## src/rtl/decoder_proj_pkg.sv

```systemverilog
// Shared definitions for the decoder_proj slot: io_in field layout, mode
// encoding, seven-segment glyphs and the hit-counter ceiling.
package decoder_proj_pkg;

    typedef enum logic [1:0] {
        MODE_ONEHOT = 2'd0,
        MODE_SEG7   = 2'd1,
        MODE_THERM  = 2'd2,
        MODE_BCD    = 2'd3
    } mode_e;

    localparam int V_LSB  = 0;
    localparam int V_W    = 4;
    localparam int EN_BIT = 4;
    localparam int M_LSB  = 5;
    localparam int M_W    = 2;

    // Active-high gfedcba, digit F in the top slot down to digit 0 at the bottom
    localparam logic [15:0][6:0] SEG7_TABLE = {
        7'h71, 7'h79, 7'h5E, 7'h39, 7'h7C, 7'h77, 7'h6F, 7'h7F,
        7'h07, 7'h7D, 7'h6D, 7'h66, 7'h4F, 7'h5B, 7'h06, 7'h3F
    };

    localparam logic [7:0] HITS_MAX = 8'hFF;

endpackage

```

## src/rtl/decoder_proj_seg7_lut.sv

```systemverilog
// Hex digit to seven-segment glyph, purely combinational.
module seg7_lut
    import decoder_proj_pkg::*;
(
    input  logic [3:0] digit,
    output logic [6:0] seg
);

    assign seg = SEG7_TABLE[digit];

endmodule

```

## src/rtl/decoder_proj_formal_wrap.sv

```systemverilog
// Registered multi-mode 4-bit decoder: one-hot, seven-segment, thermometer or
// BCD view of io_in, presented one clock after sampling, plus a hit counter.
module decoder_proj_formal_wrap
    import decoder_proj_pkg::*;
(
    input  logic        clk,
    input  logic        rst_n,
    input  logic [6:0]  io_in,
    output logic [15:0] io_out,
    output logic        valid,
    output logic [7:0]  hits
);

    logic [1:0]  rst_sync;
    logic        sample_en;
    logic [3:0]  value;
    logic        en;
    mode_e       mode;
    logic [6:0]  seg;
    logic [15:0] decoded;

    // Reset asserts asynchronously but releases through two flops, so the
    // datapath never starts on an edge that races the rst_n deassertion.
    always_ff @(posedge clk or negedge rst_n) begin
        if (!rst_n) rst_sync <= 2'b00;
        else        rst_sync <= {rst_sync[0], 1'b1};
    end

    assign sample_en = rst_sync[1];
    assign value     = io_in[V_LSB +: V_W];
    assign en        = io_in[EN_BIT];
    assign mode      = mode_e'(io_in[M_LSB +: M_W]);

    seg7_lut u_seg7 (
        .digit (value),
        .seg   (seg)
    );

    always_comb begin
        decoded = '0;
        unique case (mode)
            MODE_ONEHOT: decoded[value] = 1'b1;
            MODE_SEG7:   decoded[6:0]   = seg;
            MODE_THERM: begin
                for (int i = 0; i < 16; i++)
                    decoded[i] = (5'(i) <= {1'b0, value});
            end
            MODE_BCD: begin
                if (value >= 4'd10) begin
                    decoded[7:4] = 4'd1;
                    decoded[3:0] = value - 4'd10;
                end else begin
                    decoded[3:0] = value;
                end
            end
            default: decoded = '0;
        endcase
    end

    always_ff @(posedge clk or negedge rst_n) begin
        if (!rst_n) begin
            io_out <= '0;
            valid  <= 1'b0;
            hits   <= '0;
        end else if (sample_en) begin
            valid  <= en;
            io_out <= en ? decoded : '0;
            if (en && hits != HITS_MAX)
                hits <= hits + 8'd1;
        end
    end

`ifdef FORMAL
    cover property (@(posedge clk) valid && $past(io_in[M_LSB +: M_W]) == MODE_ONEHOT);
    cover property (@(posedge clk) valid && $past(io_in[M_LSB +: M_W]) == MODE_SEG7);
    cover property (@(posedge clk) valid && $past(io_in[M_LSB +: M_W]) == MODE_THERM);
    cover property (@(posedge clk) valid && $past(io_in[M_LSB +: M_W]) == MODE_BCD);
    cover property (@(posedge clk) hits == HITS_MAX);

    assert property (@(posedge clk) disable iff (!rst_n)
        ($past(sample_en) && $past(en) && $past(io_in[M_LSB +: M_W]) == MODE_ONEHOT)
            |-> $onehot(io_out));
    assert property (@(posedge clk) !valid |-> io_out == '0);
`endif

endmodule

```

## config.mk

```make
export PLATFORM = sky130hd
export DESIGN_NAME = decoder_proj_formal_wrap
export DESIGN_NICKNAME = d
export VERILOG_FILES = /design/src/rtl/decoder_proj_pkg.sv /design/src/rtl/decoder_proj_seg7_lut.sv /design/src/rtl/decoder_proj_formal_wrap.sv
export SDC_FILE = /design/constraint.sdc
export NUM_CORES = 1
export LEC_CHECK = 0
export BUFFER_PORTS_ARGS = -buffer_cell sky130_fd_sc_hd__buf_4
export CAP_MARGIN = 0
export CORE_MARGIN = 5
export CORE_UTILIZATION = 25
export CTS_CLUSTER_DIAMETER = 80
export DETAILED_ROUTE_END_ITERATION = 10
export GPL_TIMING_DRIVEN = 0
export SLEW_MARGIN = 0
export SYNTH_ARGS = -nofsm -noshare
export SYNTH_HDL_FRONTEND = slang
export SYNTH_HIERARCHICAL = 1
export SYNTH_SLANG_ARGS = --single-unit
export TNS_END_PERCENT = 30
```

## constraint.sdc

```tcl
create_clock -name clk -period 1.9 [get_ports clk]
set_clock_uncertainty 0.2 [all_clocks]
set_input_delay 0.19 -clock clk [delete_from_list [all_inputs] [get_ports clk]]
set_output_delay 0.19 -clock clk [all_outputs]
set_load 0.01 [all_outputs]
```

==> results of run 1 <==
[critical path: stages]
cell	delay, ps
buf_4	160
inv_1	110
ha_1	310
mux4_1	520
nor2b_2	160
o221ai_1	130
a32o_1	260
[per-layer routing]
metal	global-route usage, %	vias up	routed length [um]
met1	14.1	782	2350
li1	-	791	-
met2	15.8	33	2200
met5	0	-	0
met3	2.09	7	178
met4	2.05	0	54
[state kept, by name (all words and copies together) (netlist names)]
name and flops:
hits 8, io_out 16, rst_sync 2, valid 1
[power groups by stage]
stage | clock, mW | combinational (mW) | sequential (mW)
finish | 0.325 | 0.488 | 0.740
global route | 0.358 | 0.543 | 0.756
CTS | 0.342 | 0.493 | 0.741
detailed placement | 0 | 0.491 | 0.752
global placement | 0 | 0.488 | 0.750
floorplan | 0 | 0.248 | 0.770
[worst paths after layout]
path / to / slack (ps) / depth (start not counted)
worst min register to register: rst_sync[1] / 160 / 0
worst min-delay path: io_out[0] / 90 / 3
max in group asynchronous: hits[3] / 1080 / 2
worst max-delay path: io_out[3] / 40 / 7
min in group asynchronous: io_out[4] / 170 / 2
worst max register to register: hits[1] / 200 / 3
[repair_timing]
action                                 in CTS  in global routing
endpoints found under the hold margin      27                  0
setup endpoints to repair                   0                  1
hold buffers                                1                  0
gates resized for setup                     0                  3
[cell families after synthesis]
logic type	share of synthesized area [%]
compound gates	25.7
xor+xnor	1.85
mux	5.02
flops	35.7
buf+inv	7.46
simple gates	15.5
other cells	0.198
fa+ha+maj	8.59
[per-stage QoR]
| stage | power [mW] | utilization, % | cell area [sq um] | TNS, ps | hold WS [ps] |
|---|---|---|---|---|---|
| after floorplan | 1.02 | - | 1890 | 0 | -306 |
| after global placement | 1.24 | 30.7 | 2250 | -285 | -76.8 |
| after detailed placement | 1.24 | 30.7 | 2250 | -283 | -74.5 |
| after CTS | 1.58 | 31.5 | 2310 | 0 | 80.6 |
| after global routing | 1.66 | 31.5 | 2310 | 0 | 86.0 |
| final | 1.55 | 31.5 | 2310 | 0 | 86.0 |
[synthesized netlist by cell type, drive strengths merged (4+ instances only)]
cell and n:
inv 9, o31ai 4, buf 13, dfrtp 27, mux2 4, nor2b 4, nand3 6, ha 13
a21oi 17, nand2b 4, a32o 6, o21ai 7, nor2 10, nand2 17, o2bb2ai 7
[area by class of cell]
class / count / share of cell area [%]
Buffer: 13 / 4.66
Sequential cell: 27 / 29.2
Tap cell: 99 / 5.36
Inverter: 9 / 1.46
Multi-Input combinational cell: 146 / 46.8
Timing Repair Buffer: 32 / 10.5
Clock buffer: 4 / 1.95
==> flow_metrics.tcl, run 1 <==
set metrics [dict create \
    power.density_nw_per_um2 672 \
    grt_max_degree 28 \
    p_sw_share_pct 33.3 \
    grt_pass1_wl_mm 8.05 \
    setup_viol 0 \
    seqPwrFrac_pct 47.7 \
    std_cell_rows 31 \
    leakagePower_nw 1.04 \
    fp.dieH_um 97.0 \
    wl_per_cell_um 14.5 \
    initial_core_util_pct 25.8 \
    cts_sinks 27 \
    p_comb_share_pct 31.4 \
    place_inst 325 \
    routabilityCongestion 0.871 \
    design.die.area_sq_um 9420 \
    crit_fanout 12 \
    place_ws_ps -283 \
    dp_hpwl_mm 3.64 \
    synth_area_sq_um 1890 \
    yosys.area.top_type_share_pct 35.7 \
    max-clock-path-buffers 2 \
    antenna_left 0 \
    final_common_cell "buf_4" \
    wl_mm 4.79 \
    timing.rr.start "hits[2]" \
    arrival_ps 1830 \
    cts_setup_buffers 0 \
    io_pins 34 \
    numCtsBuffers 3 \
    clk_latency_ps 270 \
    synth_cell_types 56 \
    drv_slew 0 \
    setup_ws_ps 43.6 \
    synthArstFlopShare_pct 100 \
    vias 1613 \
    synth_area_leaders "dfrtp_1 36%, ha_1 8.6%, a21oi_1 4.5%" \
    fin_cells 330 \
    grt_antenna_before_repair 0 \
    die_w_um 97.0 \
    min_from "io_in[4]" \
    ys.warnings.count 6 \
    cts_tree "yes" \
    syn_avg_cell_area_sq_um 9.71 \
    run_status "finished, final reports clean" \
    rsz0062_at_grt "false" \
    power.internal_mw 1.04 \
    diodes 0 \
    clk_pin_slew_ps 90 \
    io_buffers 31 \
    via_per_inst 4.89 \
    end_kind "flip-flop" \
    htree_levels 1 \
    path_class "in2reg" \
    first_pass_iters 4 \
    ys_seq_area_share_pct 35.7 \
    grt_use_total_pct 9.99 \
    startpoint_type "input pin" \
    fin_crit_ps 1860 \
    drv_cap 0 \
    worstSetupStartpoint "io_in[1]" \
    multi_input_area_sq_um 1080 \
    register_area_sq_um 676 \
    synthFlopType "dfrtp_1" \
    fin_nets 254 \
    clkPwrFrac_pct 20.9 \
    max_freq_mhz 539 \
    grt_pass1_vias 1577 \
    grt-ovfl-total 0 \
    ir_drop_mv 0.364 \
    area_growth_pct 22.0 \
    netlist_instances 195 \
    finalCritPeriodShare_pct 97.7 \
    worstPathRequired_ps 1870 \
    synth_seq_cells 27 \
    fillers 772 \
    clockRootBuffer "clkbuf_8" \
    synth_largest_area_cell "dfrtp_1" \
    synth_nets 217 \
    core-area_sq_um 7330 \
    switching_power_uw 517 \
    drive_gt1_share_pct 26.4 \
    synth_edf_count 0 \
    holdCritPathClass "in2reg" \
    final_cell_mix "33 x buf_4, 27 x dfrtp_1, 17 x a21oi_1" \
    hold_viol_final 0 \
    route.detailed.drc 0 \
    drt-initial-drc-count 70 \
]
No activity file was read; power rests on OpenSTA's default activity.
==> run 2: changes to the inputs <==
- SYNTH_HIERARCHICAL: 1 -> default
==> flow_metrics.tcl, run 2 <==
set metrics [dict create \
    first_pass_iters 4 \
    arrival_ps 1780 \
    slowest_stage "a2111oi_1" \
    synth_largest_area_cell "dfrtp_1" \
    worstPathRequired_ps 1890 \
    largest_register "io_out" \
    ys_seq_area_share_pct 37.2 \
    synthTopCellsByCount "27 x dfrtp_1, 17 x nand2_1, 13 x ha_1, 13 x inv_1" \
    drive_gt1_share_pct 19.9 \
    synth_area_leaders "dfrtp_1 37%, ha_1 9.0%, nand2_1 3.5%" \
    cts_tree "yes" \
    grt_max_degree 28 \
    initial_core_util_pct 25.3 \
    end_kind "flip-flop" \
    die_w_um 95.2 \
    crit_fanout 10 \
    synth_area_sq_um 1820 \
    grt_use_total_pct 11.3 \
    synth_seq_cells 27 \
    via_per_inst 4.81 \
    fin_cells 340 \
    synth_cell_types 52 \
    area_growth_pct 23.7 \
    drv_slew 0 \
    finalCritPeriodShare_pct 94.2 \
    clockRootBuffer "clkbuf_8" \
    diodes 0 \
    io_pins 34 \
    setup_viol 0 \
    route.detailed.drc 0 \
    place_area_sq_um 2190 \
    clk_latency_ps 270 \
    crit_chain "buf_4, buf_2, buf_2, inv_2, ha_1, a2111oi_1, a2111oi_1, a2bb2oi_1" \
    core-area_sq_um 7180 \
    grt_pass1_vias 1595 \
    synth_nets 225 \
    power.density_nw_per_um2 690 \
    max_freq_mhz 559 \
    run_status "finished, final reports clean" \
    cts_setup_buffers 0 \
    timing.rr.start "hits[2]" \
    grt_antenna_before_repair 0 \
    busiest_layer "met2" \
    htree_levels 1 \
    startpoint_type "input pin" \
    yosys.area.top_type_share_pct 37.2 \
    holdCritPathClass "in2reg" \
    fp.dieH_um 95.2 \
    worstSetupStartpoint "io_in[2]" \
    netlist_instances 203 \
    synth_most_common_cell "dfrtp_1" \
    grt-ovfl-total 0 \
    cpPeakStageDelay_ps 380 \
    dp_hpwl_mm 3.64 \
    fin_nets 264 \
    synthArstFlopShare_pct 100 \
    syn_avg_cell_area_sq_um 8.94 \
    hold_viol_final 0 \
    largest_reg_flops 16 \
    synth_edf_count 0 \
    drv_cap 0 \
    top_regs "io_out: 16 flops, hits: 8 flops, rst_sync: 2 flops" \
    std_cell_rows 31 \
    finalInstanceArea_sq_um 2250 \
    design.die.area_sq_um 9070 \
    grt_pass1_wl_mm 8.18 \
    wl_per_cell_um 14.2 \
    grtUsageMet1_pct 15.3 \
    antenna_left 0 \
    final_cell_mix "33 x buf_4, 27 x dfrtp_1, 17 x nand2_1" \
    grtUsageMet3_pct 2.29 \
    path_class "in2reg" \
    fin_crit_ps 1790 \
    routabilityCongestion 0.941 \
    final_common_cell "buf_4" \
    globalRouteMet2Util_pct 18.7 \
    synthFlopType "dfrtp_1" \
    ir_drop_mv 0.291 \
    max-clock-path-buffers 2 \
    leakagePower_nw 1.02 \
    ys.warnings.count 0 \
    place_inst 335 \
    cts_sinks 27 \
    postLayoutCoreUtil_pct 31.3 \
    drt-initial-drc-count 135 \
    vias 1637 \
    wl_mm 4.82 \
    clk_pin_slew_ps 90 \
    io_buffers 33 \
    min_from "io_in[4]" \
    numCtsBuffers 3 \
    fillers 771 \
]
[run 2: changes by cell type in the layout (fill, tap and decap cells not counted), sizes merged, moves of 5 or more]
cell     before  now
inv           9   16
o2bb2ai       7    0
a21oi        17   11
a32o          6    0
clkbuf        4   10
nand3         6   11
nor2b         4    9
o22ai         1    6
[run 2: logic make-up after synthesis]
| kind of cell | count (synthesis) | share of synthesized area (%) |
|---|---|---|
| AOI/OAI and AO/OA | 52 | 20.5 |
| xor gates and xnor gates | 5 | 2.41 |
| adders and majority gates | 13 | 8.96 |
| buffers and inverters | 29 | 6.41 |
| DFF | 27 | 37.2 |
| muxes | 6 | 3.58 |
| other | 1 | 0.207 |
| and+or+nand+nor | 70 | 20.7 |
[run 2: worst paths after layout]
check                              end  cells after the start  slack [ps]
setup reg to reg               hits[1]                      4         130
setup / recovery             io_out[2]                      8         110
max in group asynchronous    io_out[3]                      2        1090
hold reg to reg            rst_sync[1]                      0         160
hold / removal               io_out[5]                      3          70
min in group asynchronous      hits[4]                      2         160
[run 2: report_power, final]
group	switching (mW)	total [mW]	internal [mW]
sequential	0.0785	0.735	0.656
combinational	0.257	0.496	0.239
clock	0.169	0.319	0.150
[run 2: routing by layer]
| layer | wire, um | up-vias |
|---|---|---|
| li1 | - | 806 |
| met1 | 2110 | 771 |
| met2 | 2320 | 52 |
| met3 | 318 | 8 |
| met4 | 63 | 0 |
| met5 | 0 | - |
[run 2: critical path: cells and delay by family]
family	cells	cell delay, ps
fa+ha+maj	1	290
buf+inv	4	660
compound gates	3	640
[run 2: layout make-up]
type | instances | area (sq um) | share of cell area [%]
repair buffers | 34 | 258 | 11.5
well taps | 99 | 124 | 5.52
flip-flops and latches | 27 | 676 | 30.1
inverters | 16 | 60.1 | 2.67
multi-input cells | 147 | 1030 | 45.7
plain buffers | 13 | 56.3 | 2.51
clock buffers | 4 | 45.0 | 2.01
[run 2: what timing repair did]
| item | CTS | global route |
|---|---|---|
| gates resized for setup | 0 | 2 |
| endpoints found under the setup margin | 0 | 3 |
| hold buffers | 1 | 0 |
| endpoints found under the hold margin | 27 | 0 |
[run 2: metrics by stage]
stage	total power, mW	hold WS (ps)	TNS, ps	worst slack [ps]
floorplan	1.01	-306	0	135
global placement	1.24	-76.8	-997	-251
detailed placement	1.24	-71.4	-858	-227
CTS	1.57	71.4	0	50.4
global route	1.67	84.1	-2.21	-2.21
finish	1.55	72.3	0	111
==> run 3: changes to the inputs <==
- CORE_UTILIZATION: 25 -> 50
- PLACE_DENSITY: default -> 0.73
==> flow_metrics.tcl, run 3 (same netlist as run 2, synthesis figures left out) <==
set metrics [dict create \
    run_status "finished, final reports clean" \
    final_cell_mix "33 x buf_4, 27 x dfrtp_1, 17 x nand2_1" \
    grt_antenna_before_repair 0 \
    fp.dieH_um 70.3 \
    grt_pass1_vias 1585 \
    cts_sinks 27 \
    std_cell_rows 21 \
    crit_chain "dlygate4sd3_1, buf_4, and2_1, buf_2, and3_1, nand4_1, mux2_1" \
    max_freq_mhz 547 \
    initial_core_util_pct 53.2 \
    clockRootBuffer "clkbuf_4" \
    setup_viol 0 \
    slowest_stage "dlygate4sd3_1" \
    slew-limit-headroom_pct 66.0 \
    route.detailed.drc 0 \
    grt_max_degree 28 \
    leakagePower_nw 1.01 \
    finalCritPeriodShare_pct 96.2 \
    power_mw 1.49 \
    numCtsBuffers 3 \
    arrival_ps 1860 \
    cp.buffers_inverters 3 \
    drive_gt1_share_pct 20.2 \
    crit_fanout 8 \
    largest_register "io_out" \
    grt_use_total_pct 18.6 \
    clk_pin_slew_ps 150 \
    holdCritPathClass "in2reg" \
    hold_viol_final 0 \
    cpPeakStageDelay_ps 540 \
    diodes 0 \
    finalInstanceArea_sq_um 2180 \
    worstRegToRegCells 4 \
    power.density_nw_per_um2 686 \
    first_pass_iters 4 \
    area_growth_pct 20.0 \
    routabilityCongestion 0.937 \
    dp_hpwl_mm 3.33 \
    largest_reg_flops 16 \
    design.die.area_sq_um 4940 \
    io_pins 34 \
    cts_setup_buffers 0 \
    end_kind "flip-flop" \
    path_class "in2reg" \
    final_common_cell "buf_4" \
    worstPathRequired_ps 1930 \
    fillers 303 \
    wl_mm 4.53 \
    vias 1654 \
    rsz0062_at_grt "false" \
    io_buffers 33 \
    max-clock-path-buffers 2 \
    die_w_um 70.3 \
    crit_family "buffers and inverters" \
    worstMarginPinSlew_ps 510 \
    startpoint_type "input pin" \
    cp.depth 7 \
    htree_levels 1 \
    ir_drop_mv 0.565 \
    cts_tree "yes" \
    clk_latency_ps 330 \
    top_regs "io_out: 16 flops, hits: 8 flops, rst_sync: 2 flops" \
    wl_per_cell_um 15.7 \
    min_delay_path_depth 4 \
    place_area_sq_um 2120 \
    drv_cap 0 \
    grt_pass1_wl_mm 7.58 \
    drv_slew 0 \
    fin_nets 265 \
    fin_crit_ps 1830 \
    via_per_inst 5.74 \
    grt-ovfl-total 0 \
    drt-initial-drc-count 81 \
    core-area_sq_um 3420 \
    antenna_left 0 \
]
[run 3: area by class of cell]
cell class,count,area [sq um],share of cell area (%)
Sequential cell,27,676,31.0
Clock inverter,1,7.51,0.345
Multi-Input combinational cell,147,1030,47.3
Buffer,13,56.3,2.58
Timing Repair Buffer,35,268,12.3
Tap cell,46,57.6,2.64
Inverter,16,60.1,2.76
Clock buffer,3,22.5,1.03
[run 3: stage by stage]
step | utilization [%] | worst slack (ps) | hold slack [ps] | TNS (ps) | cells
after floorplan | - | 135 | -306 | 0 | 203
after global placement | 62.1 | -211 | -85.6 | -792 | 282
after detailed placement | 62.1 | -200 | -85.9 | -795 | 282
after CTS | 63.6 | 111 | 1.16 | 0 | 288
after global routing | 63.8 | 31.0 | 31.7 | 0 | 288
final | 63.8 | 72.8 | 5.96 | 0 | 288
[run 3: power by group]
part           switching, mW  internal, mW  leakage, nW
clock network          0.179        0.0806       0.0139
registers             0.0762         0.656        0.353
logic                  0.262         0.240        0.646
total                  0.518         0.977         1.01
[run 3: worst paths after layout]
| path | from | to | slack (ps) |
|---|---|---|---|
| worst max-delay path | io_in[4] | hits[7] | 70 |
| worst min-delay path | io_in[2] | io_out[8] | 6 |
| worst max register to register | hits[2] | hits[1] | 170 |
| worst min register to register | rst_sync[0] | rst_sync[1] | 170 |
| max in group asynchronous | rst_n | io_out[7] | 1170 |
| min in group asynchronous | rst_n | io_out[11] | 80 |
[run 3: what timing repair did]
| action | 4_1_cts | 5_1_grt |
|---|---|---|
| gates resized for setup | 0 | 2 |
| endpoints found under the setup margin | 0 | 2 |
| endpoints found under the hold margin | 28 | 0 |
| hold buffers | 2 | 0 |
[run 3: tightest hold or removal path, delay by kind of cell]
family,cells,cell delay [ps]
AO/OA/AOI/OAI,2,180
AND/OR/NAND/NOR,1,50
buffers and inverters,1,100
[run 3: layer usage]
metal  routed length, um  up-vias  share of wire [%]  global-route usage [%]
met5                   0        -                  0                       0
met4                  63        0                1.4                    4.68
met3                 382        8                8.4                    3.30
met2                1990       70                 44                    28.2
met1                2090      768                 46                    27.2
li1                    -      808                  -                       -
